File: config.mk
export PLATFORM = sky130hd
export DESIGN_NAME = chunked_wide_adder_flat
export DESIGN_NICKNAME = d
export VERILOG_FILES = /design/src/rtl/chunked_wide_adder_if.sv /design/src/rtl/chunked_wide_adder.sv /design/src/flat_wrapper.sv
export SDC_FILE = /design/constraint.sdc
export NUM_CORES = 1
export LEC_CHECK = 0
export CAP_MARGIN = 15
export CORE_MARGIN = 5
export CORE_UTILIZATION = 53
export DETAILED_ROUTE_END_ITERATION = 10
export GPL_TIMING_DRIVEN = 0
export PLACE_DENSITY = 0.91
export SLEW_MARGIN = 20
export SYNTH_ARGS = -nofsm -noshare
export SYNTH_HDL_FRONTEND = slang
export SYNTH_SLANG_ARGS = --single-unit
export TNS_END_PERCENT = 20
File: constraint.sdc
create_clock -name clk -period 4.8 [get_ports clk]
set_input_delay 0.96 -clock clk [delete_from_list [all_inputs] [get_ports clk]]
set_output_delay 0.96 -clock clk [all_outputs]
set_load 0.02 [all_outputs]
File: src/rtl/chunked_wide_adder_if.sv
// Operand/result bundle between a requester and the chunked wide adder.
// The master side issues start/sub/a/b; the slave side returns status and result.
// No flow-control beyond start/busy/done; start is only honoured when not busy.
interface chunked_wide_adder_if #(
  parameter int WIDTH  = 8,
  parameter int CHUNKS = 4
);
  localparam int N = WIDTH * CHUNKS;

  logic         start;
  logic         sub;
  logic [N-1:0] a;
  logic [N-1:0] b;
  logic         busy;
  logic         done;
  logic [N-1:0] result;
  logic         carry_out;
  logic         overflow;
  logic         zero;

  modport master (
    output start, sub, a, b,
    input  busy, done, result, carry_out, overflow, zero
  );

  modport slave (
    input  start, sub, a, b,
    output busy, done, result, carry_out, overflow, zero
  );
endinterface

File: src/rtl/chunked_wide_adder.sv
// Wide add/subtract built from one WIDTH-bit adder stepped over CHUNKS chunks.
// Latency: CHUNKS cycles from accept to the one-cycle done pulse.
// Backpressure: start is ignored while busy; no queueing of requests.
module chunked_wide_adder #(
  parameter int WIDTH  = 8,
  parameter int CHUNKS = 4
) (
  input  logic                  clk,
  input  logic                  rst,
  chunked_wide_adder_if.slave   bus
);
  localparam int N     = WIDTH * CHUNKS;
  localparam int IDX_W = (CHUNKS > 1) ? $clog2(CHUNKS) : 1;

  typedef enum logic [1:0] {
    S_IDLE = 2'd0,
    S_RUN  = 2'd1,
    S_DONE = 2'd2
  } state_t;

  state_t             r_state;
  state_t             w_state_nxt;

  logic [IDX_W-1:0]   r_idx;
  logic               r_carry;
  logic               r_sub;
  logic [N-1:0]       r_a;
  logic [N-1:0]       r_b;
  logic [N-1:0]       r_acc;
  logic [N-1:0]       r_result;
  logic               r_cout;
  logic               r_ovf;
  logic               r_zero;

  logic               w_accept;
  logic               w_last;
  logic [WIDTH-1:0]   w_a_chunk;
  logic [WIDTH-1:0]   w_b_chunk;
  logic [WIDTH-1:0]   w_b_op;
  logic [WIDTH-1:0]   w_s;
  logic               w_prev_cout;
  logic               w_cout;
  logic [N-1:0]       w_acc_nxt;

  // A request is taken only when the sequencer is not mid-operation.
  assign w_accept = bus.start && ((r_state == S_IDLE) || (r_state == S_DONE));
  assign w_last   = (r_idx == IDX_W'(CHUNKS - 1));

  // Subtraction is a + ~b + 1; the +1 enters as the initial carry.
  assign w_b_op   = w_b_chunk ^ {WIDTH{r_sub}};

  // Select the current chunk of each operand and merge the adder sum into the accumulator.
  always_comb begin
    w_a_chunk = '0;
    w_b_chunk = '0;
    w_acc_nxt = r_acc;
    for (int k = 0; k < CHUNKS; k++) begin
      if (r_idx == IDX_W'(k)) begin
        w_a_chunk                   = r_a[k*WIDTH +: WIDTH];
        w_b_chunk                   = r_b[k*WIDTH +: WIDTH];
        w_acc_nxt[k*WIDTH +: WIDTH] = w_s;
      end
    end
  end

  behavioral_adder #(
    .WIDTH (WIDTH)
  ) u_adder (
    .A         (w_a_chunk),
    .B         (w_b_op),
    .cin       (r_carry),
    .S         (w_s),
    .prev_cout (w_prev_cout),
    .cout      (w_cout)
  );

  // State register.
  always_ff @(posedge clk or posedge rst) begin
    if (rst) begin
      r_state <= S_IDLE;
    end else begin
      r_state <= w_state_nxt;
    end
  end

  // Next-state: RUN lasts until the last chunk has been added.
  always_comb begin
    w_state_nxt = r_state;
    case (r_state)
      S_IDLE:  if (bus.start) w_state_nxt = S_RUN;
      S_RUN:   if (w_last)    w_state_nxt = S_DONE;
      S_DONE:  w_state_nxt = bus.start ? S_RUN : S_IDLE;
      default: w_state_nxt = S_IDLE;
    endcase
  end

  // Operand latch, chunk stepping and carry chain; visible outputs update only on the last chunk.
  always_ff @(posedge clk or posedge rst) begin
    if (rst) begin
      r_a      <= '0;
      r_b      <= '0;
      r_sub    <= 1'b0;
      r_idx    <= '0;
      r_carry  <= 1'b0;
      r_acc    <= '0;
      r_result <= '0;
      r_cout   <= 1'b0;
      r_ovf    <= 1'b0;
      r_zero   <= 1'b0;
    end else if (w_accept) begin
      r_a     <= bus.a;
      r_b     <= bus.b;
      r_sub   <= bus.sub;
      r_idx   <= '0;
      r_carry <= bus.sub;
      r_acc   <= '0;
    end else if (r_state == S_RUN) begin
      r_acc   <= w_acc_nxt;
      r_carry <= w_cout;
      if (w_last) begin
        r_idx    <= '0;
        r_result <= w_acc_nxt;
        r_cout   <= w_cout;
        r_ovf    <= w_prev_cout ^ w_cout;
        r_zero   <= (w_acc_nxt == '0);
      end else begin
        r_idx    <= r_idx + IDX_W'(1);
      end
    end
  end

  assign bus.busy      = (r_state == S_RUN);
  assign bus.done      = (r_state == S_DONE);
  assign bus.result    = r_result;
  assign bus.carry_out = r_cout;
  assign bus.overflow  = r_ovf;
  assign bus.zero      = r_zero;
endmodule

// WIDTH-bit ripple adder exposing the carry into the MSB for signed overflow detection.
// Latency: combinational.
// Backpressure: none.
module behavioral_adder #(
  parameter int WIDTH = 8
) (
  input  logic [WIDTH-1:0] A,
  input  logic [WIDTH-1:0] B,
  input  logic             cin,
  output logic [WIDTH-1:0] S,
  output logic             prev_cout,
  output logic             cout
);
  logic [WIDTH-1:0] w_low;
  logic [1:0]       w_top;

  // Lower WIDTH-1 bits first so the carry into the sign bit is visible on its own.
  assign w_low     = {1'b0, A[WIDTH-2:0]} + {1'b0, B[WIDTH-2:0]} + {{(WIDTH-1){1'b0}}, cin};
  assign prev_cout = w_low[WIDTH-1];
  assign w_top     = {1'b0, A[WIDTH-1]} + {1'b0, B[WIDTH-1]} + {1'b0, prev_cout};
  assign S         = {w_top[0], w_low[WIDTH-2:0]};
  assign cout      = w_top[1];
endmodule

File: src/flat_wrapper.sv
// flat-port wrapper written by rule: the top's interface ports become plain ports
module chunked_wide_adder_flat 
#(
  parameter int WIDTH  = 8,
  parameter int CHUNKS = 4
)
  (clk, rst, bus_start, bus_sub, bus_a, bus_b, bus_busy, bus_done, bus_result, bus_carry_out, bus_overflow, bus_zero);
  chunked_wide_adder_if #(.WIDTH(WIDTH), .CHUNKS(CHUNKS)) bus_i ();
  input  logic clk;
  input  logic rst;
  input wire logic [$bits(bus_i.start)-1:0] bus_start;
  input wire logic [$bits(bus_i.sub)-1:0] bus_sub;
  input wire logic [$bits(bus_i.a)-1:0] bus_a;
  input wire logic [$bits(bus_i.b)-1:0] bus_b;
  output wire logic [$bits(bus_i.busy)-1:0] bus_busy;
  output wire logic [$bits(bus_i.done)-1:0] bus_done;
  output wire logic [$bits(bus_i.result)-1:0] bus_result;
  output wire logic [$bits(bus_i.carry_out)-1:0] bus_carry_out;
  output wire logic [$bits(bus_i.overflow)-1:0] bus_overflow;
  output wire logic [$bits(bus_i.zero)-1:0] bus_zero;
  assign bus_i.start = bus_start;
  assign bus_i.sub = bus_sub;
  assign bus_i.a = bus_a;
  assign bus_i.b = bus_b;
  assign bus_busy = bus_i.busy;
  assign bus_done = bus_i.done;
  assign bus_result = bus_i.result;
  assign bus_carry_out = bus_i.carry_out;
  assign bus_overflow = bus_i.overflow;
  assign bus_zero = bus_i.zero;
  chunked_wide_adder #(.WIDTH(WIDTH), .CHUNKS(CHUNKS)) u_core (.clk(clk), .rst(rst), .bus(bus_i));
endmodule
==> summary.md <==
| Metric | Value |
|---|---|
| Pre-CTS setup slack | -377 ps |
| CTS tree | done |
| Nets | 928 |
| CP Max Fanout | 10 |
| Yosys Warn Count | 0 |
| Clock-pin slew on the worst setup and hold paths | 60 ps |
| Critical-path cell list | inv_2, ha_1, buf_6, clkbuf_8, a21oi_1, a21oi_1, o21ai_1, xor2_1, ha_2, o21ai_1, a21oi_1, o31ai_2, a21oi_2, or2_2, fa_1, buf_6, nand2b_4, or3_4, nor4_4, o2111ai_1, o21ai_1 |
| Fin crit period | 4700 ps |
| Final setup vio count | 0 |
| GPL Wtd Cong | 0.916 |
| Worst-Margin Slew | 838 ps |
| Hold-fix buffers, CTS | 0 |
| Sink Count | 129 |
| Sequential-to-total area share from yosys stat | 0.510 |
| H-tree levels | 4 |
| Share of flip-flops with an asynchronous set or reset | 1.00 |
| Status | finished, final reports clean |
| Top cell type's share of synthesized area | 0.510 |
| Ys flop type | dfrtp_1 |
| Synth Area per Inst | 8.85 um2 |
| Top cells by area, synth | dfrtp_1, nand2_1, o21ai_0 |
| Fmax | 213 MHz |
| CTS buffer count | 17 |
| WS Path Type | reg2reg |
| Area grow syn2layout | 32.4% |
| Routed wire per std cell | 17.5 um |
| Final Hold Viols | 0 |
| Global-route wire length before repair | 28100 um |
| Post-route cell area | 8370 um2 |
| Initial DRC count | 523 |
| Hold Crit Class | reg2reg |
| Std cell rows | 40 |
| Util after Layout | 0.706 |
| CP startpoint kind | flip-flop |
| #FFs+latches synth | 129 |
| Final period util | 0.980 |
| Detail Route Antenna Nets | 0 |
| Number of global-route vias before repair | 5757 |
| DIE WIDTH | 119 um |
| Initial DRT Pass Iterations | 9 |
| Max transition margin | 0.440 |
| Layout cells sized above 1 | 0.104 |
| Post-synth EDFFs | 0 |
| Final setup margin | 95.8 ps |
| MaxCap Viol Count | 0 |
| Die height | 119 um |
| Clk_skew | 6.35 ps |
| Fin. max-slew vios | 0 |
| Vias per cell | 5.61 |
| GRT Overall Usage | 0.249 |
| Routed via count | 5642 |
| DRC violations left | 0 |
| CTS max path bufs | 2 |
| DIE AREA | 14200 um2 |
| Syn_nets | 796 |
| CP endpoint kind | flip-flop |
| Largest net degree at the start of global routing | 67 |
| Cells after synthesis | 715 |
| Placeable core area | 11900 um2 |
| Ant diodes | 0 |
| Clock latency at the later pin of the worst-skew pair | 420 ps |
| Port bufs | 104 |
| Distinct cells, synth | 51 |
| Grt ovf | 0 |
| Post-synthesis cell area | 6330 um2 |
| Ports | 105 |
| DP HPWL | 12400 um |
| Initial Util | 0.533 |
| Post-synth top cells | nand2_1, dfrtp_1, o21ai_0 |
| Yosys top cell by area | dfrtp_1 |
| Clock root cell | clkbuf_16 |
| Required time of the critical path | 5150 ps |
| Data arrival, critical path | 5050 ps |
| Max incr delay on CP | 450 ps |
| Initial antenna violation count | 0 |
| Final wirelength | 17600 um |
| Top-count cell post-synth | nand2_1 |
| Hold_ws | 475 ps |
| Slowest CP cell | fa_1 |
| DP Area | 7580 um2 |
## repair_timing
action,4_1_cts,5_1_grt
setup endpoints to repair,1,1
gates resized for setup,14,35
setup buffers,1,6
pin swaps,2,10
gates cloned,0,1
## placed cells by master (no fill, tap or decap), types with 3 or more instances in the layout
cell type        count
a22o_1              18
clkbuf_8             6
dfrtp_1            128
nor2b_1              3
inv_2                3
nor4_1               5
and2_1               3
ha_1                 7
clkdlybuf4s50_1    104
nand3b_1             9
or2_2                3
xor2_1               9
buf_1                7
buf_2                3
inv_1                7
buf_6                9
o31ai_1              3
o21ai_1              6
a32o_1               6
nor2_1              31
nand2b_1             5
buf_4               10
clkinv_2             4
a21oi_1             38
clkbuf_16           17
mux2i_1             19
nand2_1            277
clkbuf_1            19
a31oi_1              4
o21ai_0             43
a21oi_2              3
## cell type report
| class | instances | area (um2) |
|---|---|---|
| flip-flops and latches | 129 | 3230 |
| well taps | 147 | 184 |
| repair buffers | 113 | 1130 |
| inverters | 12 | 55.1 |
| fillers | 877 | 3490 |
| multi-input cells | 529 | 2890 |
| clock inverters | 6 | 80.1 |
| plain buffers | 45 | 320 |
| clock buffers | 24 | 492 |
## kinds of logic (layout without fill, tap and decap cells)
group,after synthesis,in the layout,share of synthesized area
and+or+nand+nor,347,347,0.225
DFF,129,129,0.510
muxes,19,19,0.0301
adders and majority gates,13,13,0.0293
xor gates and xnor gates,13,13,0.0192
buffers and inverters,57,200,0.0473
AOI/OAI and AO/OA,137,137,0.139
## per-stage QoR
| step | TNS [ps] | cells |
|---|---|---|
| 3_5_place_dp | -377 | 967 |
| 4_1_cts | 0 | 998 |
| 3_3_place_gp | -143470 | 966 |
| 2_1_floorplan | 0 | 715 |
| 5_1_grt | -77.5 | 1005 |
| 6_report | 0 | 1005 |
## sequential cells by signal, summed over array words and instances, names as in the netlist
signal and cells:
u_core.bus.zero 1, u_core.r_a 32, u_core.r_sub 1, u_core.r_carry 1
u_core.r_state 2, u_core.r_acc 24, u_core.r_idx 2, u_core.bus.carry_out 1
u_core.bus.overflow 1, u_core.bus.result 32, u_core.r_b 32
## metal layers
| layer | track usage | wire, um |
|---|---|---|
| met1 | 0.315 | 7190 |
| met2 | 0.410 | 8480 |
| met3 | 0.0570 | 1320 |
| met4 | 0.109 | 569 |
| met5 | 0 | 0 |
## worst max-delay path: cells and delay by family (launching register included)
kind                       cells  cell delay [ps]
AOI/OAI and AO/OA              9             1350
xor gates and xnor gates       1              200
adders and majority gates      3             1000
buffers and inverters          4              570
DFF                            1              420
and+or+nand+nor                4             1110
## final timing paths
path / cells past startpoint / slack, ps / endpoint / startpoint
hold / removal: 2 / 480 / u_core.bus.result[31]$_DFFE_PP0P_ / u_core.bus.result[31]$_DFFE_PP0P_
max in group asynchronous: 3 / 3090 / u_core.r_b[15]$_DFFE_PP0P_ / rst
setup reg to reg: 21 / 100 / u_core.bus.zero$_DFFE_PP0P_ / u_core.r_idx[0]$_DFFE_PP0P_
setup / recovery: 21 / 100 / u_core.bus.zero$_DFFE_PP0P_ / u_core.r_idx[0]$_DFFE_PP0P_
min in group asynchronous: 2 / 1000 / u_core.r_acc[13]$_DFFE_PP0P_ / rst
hold reg to reg: 2 / 480 / u_core.bus.result[31]$_DFFE_PP0P_ / u_core.bus.result[31]$_DFFE_PP0P_
Power is left out: the tool's default activity adds up to more than one toggle a clock period on the data nets, which glitch-free logic cannot reach.
